==> src/rtl/raycast_pkg.sv <==
// Shared types and widths for the raycaster front end (dispatcher and process elements).
package raycast_pkg;

   localparam int COL_W    = 10;
   localparam int ANGLE_W  = 16;
   localparam int POS_W    = 16;
   localparam int SCREEN_W = 800;
   localparam int SCREEN_H = 600;

   typedef enum logic [2:0] {
      IDLE,
      SELECT,
      SETUP,
      FIRE,
      DRAIN,
      FIN
   } dispatch_state_t;

   // Index width that stays legal for a single-element array.
   function automatic int idx_w(input int n);
      return (n > 1) ? $clog2(n) : 1;
   endfunction

endpackage

==> src/rtl/pe_free_picker.sv <==
// Lowest-index free process element; a PE finishing this cycle already counts as free.
module pe_free_picker
   import raycast_pkg::*;
#(
   parameter int NUM_PE = 4,
   parameter int IDX_W  = idx_w(NUM_PE)
) (
   input  logic [NUM_PE-1:0] pe_busy,
   input  logic [NUM_PE-1:0] pe_done,
   output logic              valid,
   output logic [IDX_W-1:0]  index
);

   always_comb begin
      valid = 1'b0;
      index = '0;
      for (int i = NUM_PE - 1; i >= 0; i--) begin
         if (!pe_busy[i] || pe_done[i]) begin
            valid = 1'b1;
            index = IDX_W'(i);
         end
      end
   end

endmodule

==> src/rtl/ray_dispatcher.sv <==
// Frame initiator: walks screen columns, hands each column's ray angle to a free PE,
// and signals frame_done once every issued column has come back.
module ray_dispatcher
   import raycast_pkg::*;
#(
   parameter int          NUM_PE       = 4,
   parameter int          SCREEN_WIDTH = 800,
   parameter logic [15:0] ANGLE_STEP   = 16'h0014,
   parameter logic [15:0] FOV_HALF     = 16'h1000,
   parameter int          SETUP_CYCLES = 2
) (
   input  logic                        clk,
   input  logic                        rst_n,
   input  logic                        frame_start,
   input  logic [POS_W-1:0]            player_x,
   input  logic [POS_W-1:0]            player_y,
   input  logic [ANGLE_W-1:0]          player_angle,
   input  logic [NUM_PE-1:0]           pe_done,
   output logic [NUM_PE-1:0]           pe_start,
   output logic [NUM_PE*COL_W-1:0]     pe_column_id,
   output logic [NUM_PE*ANGLE_W-1:0]   pe_angle,
   output logic [POS_W-1:0]            pe_x_pos,
   output logic [POS_W-1:0]            pe_y_pos,
   output logic                        busy,
   output logic                        frame_done
);

   localparam int               IDX_W      = idx_w(NUM_PE);
   localparam logic [COL_W-1:0] LAST_COL   = COL_W'(SCREEN_WIDTH - 1);
   localparam logic [7:0]       SETUP_LAST = 8'(SETUP_CYCLES - 1);

   dispatch_state_t                    state;
   logic [COL_W-1:0]                   col;
   logic [ANGLE_W-1:0]                 angle_acc;
   logic [IDX_W-1:0]                   sel;
   logic [7:0]                         setup_cnt;
   logic [NUM_PE-1:0]                  pe_busy;
   logic [NUM_PE-1:0][COL_W-1:0]       col_q;
   logic [NUM_PE-1:0][ANGLE_W-1:0]     ang_q;
   logic                               pick_valid;
   logic [IDX_W-1:0]                   pick_idx;
   logic [NUM_PE-1:0]                  fire_mask;
   logic                               accept;

   pe_free_picker #(.NUM_PE(NUM_PE), .IDX_W(IDX_W)) u_picker (
      .pe_busy (pe_busy),
      .pe_done (pe_done),
      .valid   (pick_valid),
      .index   (pick_idx)
   );

   assign fire_mask    = (state == FIRE) ? (NUM_PE'(1) << sel) : '0;
   // FIN has already dropped busy, so a new frame may start there too.
   assign accept       = frame_start && (state == IDLE || state == FIN);
   assign pe_column_id = col_q;
   assign pe_angle     = ang_q;

   always_ff @(posedge clk or negedge rst_n) begin
      if (!rst_n) begin
         state      <= IDLE;
         col        <= '0;
         angle_acc  <= '0;
         sel        <= '0;
         setup_cnt  <= '0;
         pe_busy    <= '0;
         col_q      <= '0;
         ang_q      <= '0;
         pe_start   <= '0;
         pe_x_pos   <= '0;
         pe_y_pos   <= '0;
         busy       <= 1'b0;
         frame_done <= 1'b0;
      end else begin
         // Completions and the new issue target different PEs, so both apply.
         pe_busy    <= (pe_busy & ~pe_done) | fire_mask;
         pe_start   <= fire_mask;
         frame_done <= 1'b0;
         case (state)
            IDLE, FIN: begin
               if (accept) begin
                  pe_x_pos  <= player_x;
                  pe_y_pos  <= player_y;
                  angle_acc <= player_angle - FOV_HALF;
                  col       <= '0;
                  busy      <= 1'b1;
                  state     <= SELECT;
               end else begin
                  state <= IDLE;
               end
            end
            SELECT: begin
               if (pick_valid) begin
                  col_q[pick_idx] <= col;
                  ang_q[pick_idx] <= angle_acc;
                  sel             <= pick_idx;
                  setup_cnt       <= '0;
                  state           <= (SETUP_CYCLES == 0) ? FIRE : SETUP;
               end
            end
            SETUP: begin
               if (setup_cnt == SETUP_LAST) state <= FIRE;
               else setup_cnt <= setup_cnt + 8'd1;
            end
            FIRE: begin
               angle_acc <= angle_acc + ANGLE_STEP;
               if (col == LAST_COL) begin
                  state <= DRAIN;
               end else begin
                  col   <= col + 1'b1;
                  state <= SELECT;
               end
            end
            DRAIN: begin
               if ((pe_busy & ~pe_done) == '0) begin
                  frame_done <= 1'b1;
                  busy       <= 1'b0;
                  state      <= FIN;
               end
            end
            default: state <= IDLE;
         endcase
      end
   end

endmodule

==> config.mk <==
export PLATFORM = sky130hd
export DESIGN_NAME = ray_dispatcher
export DESIGN_NICKNAME = d
export VERILOG_FILES = /design/src/rtl/raycast_pkg.sv /design/src/rtl/pe_free_picker.sv /design/src/rtl/ray_dispatcher.sv
export SDC_FILE = /design/constraint.sdc
export NUM_CORES = 1
export LEC_CHECK = 0
export ABC_CLOCK_PERIOD_IN_PS = 2500
export CAP_MARGIN = 20
export CORE_ASPECT_RATIO = 1.1
export CORE_MARGIN = 5
export CORE_UTILIZATION = 30
export CTS_CLUSTER_SIZE = 16
export DETAILED_ROUTE_END_ITERATION = 16
export PLACE_DENSITY = 0.64
export SYNTH_ARGS = -nofsm -noshare
export SYNTH_HDL_FRONTEND = slang
export SYNTH_SLANG_ARGS = --single-unit
==> constraint.sdc <==
create_clock -name clk -period 2.5 [get_ports clk]
set_input_delay 0.625 -clock clk [delete_from_list [all_inputs] [get_ports clk]]
set_output_delay 0.625 -clock clk [all_outputs]
set_load 0.01 [all_outputs]
==> impl_results.md, run 1 <==
* Status: finished, final reports clean
* Register bit total from synthesis at 185
* Post-CTS Resized at 0
* Flop pwr share at 40.7%
* Worst-path cell chain: nor3b_2 -> nand2_2 -> buf_12 -> mux2_2
* Worst-path clk slew at 0.08 ns
* Avg Cell Area, Syn at 12.15 µm²
* TritonCTS clock tree: built
* # rows at 61
* CTS Buf Count at 17
* DRT Pass-1 Iters at 4
* DP Area at 10200 µm²
* Tmin final at 2.051 ns
* Post-DP HPWL at 14490 µm
* Max-Slew Margin vs Limit at 50.93%
* Synth Warn # at 0
* Largest net degree at the start of global routing at 57
* P_int at 7.593 mW
* Multi-input gate area at 2848 µm²
* Post-Layout Cell Count at 1192
* Met2 Use GR at 24.05%
* Max clock buf depth at 2
* Most frequent cells in the layout: 195 x clkdlybuf4s50_1, 185 x dfrtp_1, 126 x nand2_1
* Post-synth cell types at 53
* Number of global-route vias before repair at 5691
* Nets@finish at 893
* Floorplan die height at 178.2 µm
* Net Sw Frac at 34.08%
* Clk root buf: clkbuf_16
* Total track usage at 14.18%
* Met1 usage at 17.47%
* Max-cap viol count at 0
* Combinational group share of total power at 35.4%
* Final setup fails at 0
* WL final at 20330 µm
* Number of buffers added for setup after CTS at 0
* Via-to-Cell Ratio at 4.559
* Crit Path Max Fanout at 11
* Fin crit share at 82.02%
* Worst-Skew Late Latency at 0.44 ns
* Storage element area at 4629 µm²
* Via count at 5434
* Routing usage on met3 at 4.299%
* Hold Crit Class: input port to asynchronous set/reset pin
* Slowest-stage cell, CP: dfrtp_1
* Final Skew at 0.01286 ns
* Final Slew Violations at 0
* Clock share of power at 23.8%
* # diodes at 0
* Final Instance Area at 10800 µm²
* Static Leak at 4.928 nW
* Post-Syn Nets at 695
* Psw at 3.926 mW
* CP Class: flop to flop
* Commonest non-fill, non-tap cell in the layout: clkdlybuf4s50_1
* Ys async rst share at 100.0%
* Placed Cells at 1160
* Sequential share of the synthesized area at 60.02%
* RSZ-0062 raised after global routing: false
* Number of enable flip-flop cells after synthesis at 0
* PD cells at 1066 nW/µm²
* Gr busiest metal: met2
* Port Buffers at 196
* WL/cell at 17.06 µm
* Die width at 162.9 µm
* Sink Count at 185
* First-pass GRT wire length at 32090 µm
* Worst EP arrival at 2.37 ns
* DRC at 0
* Critical Path End Type: flop
* Initial Util at 30.44%
* IO Pins at 197
* Post-Synthesis Cells at 635
* Hold Buf Count CTS at 0
* Hold Vio Cnt, Final at 0
* Placer Congestion at 0.7989
* GRT overflow at 0
* Post-route ant nets at 0
* Peak VDD IR at 0.0004292 V
* Highest cell delay on the worst timing path at 0.57 ns
* Area grow syn2layout at 40.06%
* Startpoint types: flop
* Peak Freq at 487.7 MHz
* Filler Cells Inserted at 2430
* Flop2flop setup slack at 0.45 ns
* Top_reg_cell synth: dfrtp_1
* Layout cells sized above 1 at 19.86%
* Fin Setup TNS at 0 ns
* DR iter-0 viols at 221
* Die area at 29020 µm²
* Final core utilization at 42.64%
* Initial antenna violation count at 0
* WP data required at 2.81 ns
* Worst slew pin tran at 0.7361 ns
* Core Area at 25340 µm²
* Post-Syn Area at 7714 µm²
* # H-tree levels at 4
[critical path: cells and delay by family, from the launching register on]
kind / cells / cell delay [ns]
and+or+nand+nor: 2 / 0.86
DFF: 1 / 0.57
muxes: 1 / 0.27
buffers and inverters: 1 / 0.24
[sequential cells by signal, indices dropped and copies added (netlist names)]
register / count
pe_x_pos: 16
col: 10
sel: 2
setup_cnt: 8
angle_acc: 16
pe_start: 4
pe_y_pos: 16
pe_column_id: 40
state: 3
frame_done: 1
busy: 1
pe_angle: 64
pe_busy: 4
[logic make-up after synthesis]
logic type	count (synthesis)	synth area share, %
AOI/OAI and AO/OA	63	5.385
xor gates and xnor gates	11	1.249
adders and majority gates	5	0.8110
buffers and inverters	51	3.114
DFF	185	60.02
muxes	103	15.99
and+or+nand+nor	217	13.43
[path summary, 6_finish.rpt]
check / start / to / cells past startpoint
max reg2reg: state[0] / pe_column_id[3] / 4
max in group asynchronous: rst_n / pe_y_pos[4] / 2
max: state[0] / pe_column_id[3] / 4
min in group clk: pe_x_pos[2] / pe_x_pos[2] / 2
min reg2reg: pe_x_pos[2] / pe_x_pos[2] / 2
min: rst_n / pe_angle[56] / 1
[power by group through the flow]
stage               clock [mW]  combinational [mW]  sequential (mW)
finish                    2.75                4.08             4.69
global route              2.95                4.46             4.87
CTS                       2.84                4.16             4.72
detailed placement           0                4.14             4.77
global placement             0                4.09             4.74
floorplan                    0                1.83             4.78
[Yosys cell counts (6+ instances only)]
cell type | count | area share, %
dfrtp_1 | 185 | 60
nand2_1 | 127 | 6.2
mux2_2 | 80 | 12
clkbuf_1 | 26 | 1.3
mux2_4 | 20 | 3.9
o21ai_0 | 20 | 1.3
nand3_1 | 19 | 1.2
nor2_1 | 15 | 0.73
inv_1 | 11 | 0.54
o211ai_1 | 11 | 1.1
nand4_1 | 8 | 0.65
a21oi_1 | 7 | 0.45
nand2b_1 | 7 | 0.57
nor3_1 | 7 | 0.45
xor2_1 | 7 | 0.79
and3_1 | 6 | 0.49
buf_2 | 6 | 0.39
[layout make-up]
class / count / share of cell area (%)
timing repair buffer: 219 / 20.83
sequential: 185 / 42.85
multi-input combinational: 399 / 26.36
clock inverter: 15 / 1.633
tap: 346 / 4.007
inverter: 11 / 0.3822
clock buffer: 17 / 3.937
[per-stage QoR]
step                worst slack [ns]  total power, mW  hold WS (ns)
floorplan                     0.5077            6.612        0.3294
global placement              0.1598            8.831        0.4565
detailed placement            0.1581            8.918        0.4612
CTS                           0.4527            11.72        0.1417
global route                  0.3009            12.29        0.1592
finish                        0.4494            11.52        0.1423
[per-layer routing]
layer	vias up	share of wire (%)
li1	2590	-
met1	2672	42
met2	147	50
met3	25	6.7
met4	0	1.4
met5	-	0
No activity file was read; power rests on OpenSTA's default activity.
==> run 2: changes to the inputs <==
Settings changed: ABC_CLOCK_PERIOD_IN_PS 2500 to 1900.
Clock period 2.5 ns to 1.9 ns, I/O delays scaled along.
==> run 2 against run 1 <==
Compared with the run above:
- clock-buffer cell count is the same
- register-to-register slack worse by 0.31 ns
- non-clock buffer count rose by 32
- clock power up 27%
- die area unchanged
==> impl_results.md, run 2 (same netlist as run 1, synthesis figures left out) <==
* Status: finished, final reports clean
* Die area at 29020 µm² (unchanged)
* GRT overflow at 0 (unchanged)
* Path depth of the worst reg2reg path at 5 (+1)
* Worst-Skew Late Latency at 0.43 ns (about the same)
* Total track usage at 14.29% (+0.11 points)
* Worst hold slack at 0.02224 ns (-0.1200 ns)
* PD cells at 1392 nW/µm² (+31%)
* Max-Slew Margin vs Limit at 60.16% (+9.2 points)
* Max reg flops at 64 (unchanged)
* # diodes at 0 (unchanged)
* Worst r2r dst: setup_cnt[7]
* Worst slack at placement at -0.2632 ns (-0.4213 ns)
* CP endpoint: pe_angle[42]
* Number of global-route vias before repair at 5760 (+1.2%)
* Placer Congestion at 0.8441 (+5.7%)
* Hold Vio Cnt, Final at 0 (unchanged)
* DR iter-0 viols at 232 (+5.0%)
* WL final at 20480 µm (+0.72%)
* Port Buffers at 196 (unchanged)
* DRC at 0 (unchanged)
* Startpoint types: flop
* Peak Freq at 542.4 MHz
* Area grow syn2layout at 43.88%
* Nets@finish at 925 (+3.6%)
* Peak VDD IR at 0.0005815 V (+35%)
* Worst-path clk slew at 0.08 ns (about the same)
* TritonCTS clock tree: built
* Largest net degree at the start of global routing at 58 (+1.8%)
* Worst path depth at 1 (-3)
* DP Area at 10510 µm² (+3.0%)
* CP top delay family: buffers and inverters
* Flop2flop setup slack at 0.14 ns (-0.31 ns)
* CP Buf/Inv Count at 1 (unchanged)
* Clk root buf: clkbuf_16
* Sink Count at 185 (unchanged)
* Final Slew Violations at 0 (unchanged)
* Die width at 162.9 µm (unchanged)
* Highest cell delay on the worst timing path at 0.56 ns (about the same)
* CTS Buf Count at 17 (unchanged)
* RR Startpoint: state[2]
* Via-to-Cell Ratio at 4.578 (+0.41%)
* Critical Path End Type: output port
* Net Sw Frac at 34.11% (about the same)
* Worst-path cell chain: clkdlybuf4s50_1
* Commonest non-fill, non-tap cell in the layout: clkdlybuf4s50_1
* Clock share of power at 22.6% (-1.2 points)
* Number of buffers added for setup after CTS at 0 (unchanged)
* Post-DP HPWL at 15160 µm (+4.6%)
* Layout cells sized above 1 at 22.89% (+3.0 points)
* Tmin final at 1.844 ns
* WL/cell at 16.73 µm (-1.9%)
* Slowest-stage cell, CP: clkdlybuf4s50_1
* CP Class: flop to output port
* Final Skew at 0.01400 ns (+0.001143 ns)
* Hold Crit Class: input port to asynchronous set/reset pin
* Crit Path Max Fanout at 2 (-9)
* Fin crit share at 97.03%
* Flop pwr share at 38.4% (-2.3 points)
* Worst slew pin tran at 0.5976 ns (-0.1385 ns)
* # H-tree levels at 4 (unchanged)
* Worst EP arrival at 1.37 ns (-1.00 ns)
* Initial antenna violation count at 0 (unchanged)
* Crit. Startpoint: pe_angle[42]
* Psw at 5.268 mW (+34%)
* Floorplan die height at 178.2 µm (unchanged)
* Static Leak at 5.140 nW (+4.3%)
* Post-route ant nets at 0 (unchanged)
* Final core utilization at 43.80% (+1.2 points)
* Most frequent cells in the layout: 191 x clkdlybuf4s50_1, 184 x dfrtp_1, 126 x nand2_1
* IO Pins at 197 (unchanged)
* Via count at 5603 (+3.1%)
* WP data required at 1.42 ns (-1.39 ns)
* Core Area at 25340 µm² (unchanged)
* Final setup fails at 0 (unchanged)
* Max clock buf depth at 2 (unchanged)
* RSZ-0062 raised after global routing: false
* Max-cap viol count at 0 (unchanged)
* # rows at 61 (unchanged)
* Fin worst setup slack at 0.05635 ns (-0.3931 ns)
* Final Instance Area at 11100 µm² (+2.7%)
* DRT Pass-1 Iters at 4 (unchanged)
* P_int at 10.17 mW (+34%)
* Initial Util at 30.44% (unchanged)
* First-pass GRT wire length at 32570 µm (+1.5%)
* Combinational group share of total power at 39.0% (+3.6 points)
## run 2: area by class of cell
| type | instances | area (µm²) |
|---|---|---|
| Timing Repair Buffer | 251 | 2564 |
| Sequential cell | 185 | 4631 |
| Clock inverter | 15 | 156.4 |
| Fill cell | 2427 | 14240 |
| Tap cell | 346 | 432.9 |
| Clock buffer | 17 | 425.4 |
| Inverter | 11 | 41.29 |
| Multi-Input combinational cell | 399 | 2848 |
## run 2: worst min-delay path by stage
stage	from	to	slack, ns	depth (start not counted)
floorplan	rst_n	angle_acc[0]	0.18	0
finish	rst_n	pe_angle[23]	0.02	1
detailed placement	pe_x_pos[14]	pe_x_pos[14]	0.46	2
global route	rst_n	pe_angle[23]	0.05	1
CTS	rst_n	pe_angle[23]	0.04	1
global placement	pe_x_pos[0]	pe_x_pos[0]	0.46	2
## run 2: timing repair
action | in CTS | in global routing
hold endpoints to repair | 0 | 0
resized for setup | 0 | 5
hold buffers | 0 | 0
setup endpoints to repair | 0 | 5
## run 2: per-stage QoR
stage               std cells  setup TNS (ns)  power (mW)
floorplan                 635               0       8.700
global placement         1192          -18.91       12.01
detailed placement       1192          -19.72       12.13
CTS                      1224               0       15.68
global route             1224               0       16.44
finish                   1224               0       15.44
## run 2: worst register-to-register path: stages, from the launching register on
cell	delay, ns
dfrtp_1	0.40
buf_4	0.16
or3b_2	0.48
nor4_1	0.38
xnor2_1	0.17
nor2_1	0.05
## run 2: power by group through the flow
stage / sequential [mW] / combinational [mW] / clock [mW]
2_1_floorplan: 6.30 / 2.40 / 0
4_1_cts: 5.95 / 6.13 / 3.60
3_5_place_dp: 6.01 / 6.12 / 0
3_3_place_gp: 5.98 / 6.03 / 0
6_report: 5.93 / 6.02 / 3.49
5_1_grt: 6.13 / 6.56 / 3.74
## run 2: per-layer routing
metal	share of wire (%)	wire [µm]	track usage (%)	vias to the layer above
met3	7.0	1432	4.345	22
met5	0	0	0	-
met1	42	8535	17.80	2760
li1	-	-	-	2655
met2	49	10100	23.88	166
met4	2.0	409	4.509	0
==> run 3: changes to the inputs <==
Settings changed: CTS_BUF_LIST from default to sky130_fd_sc_hd__clkbuf_16.
==> results of run 3 <==
No change in the layout: final DEF, timing and power equal those of run 2.
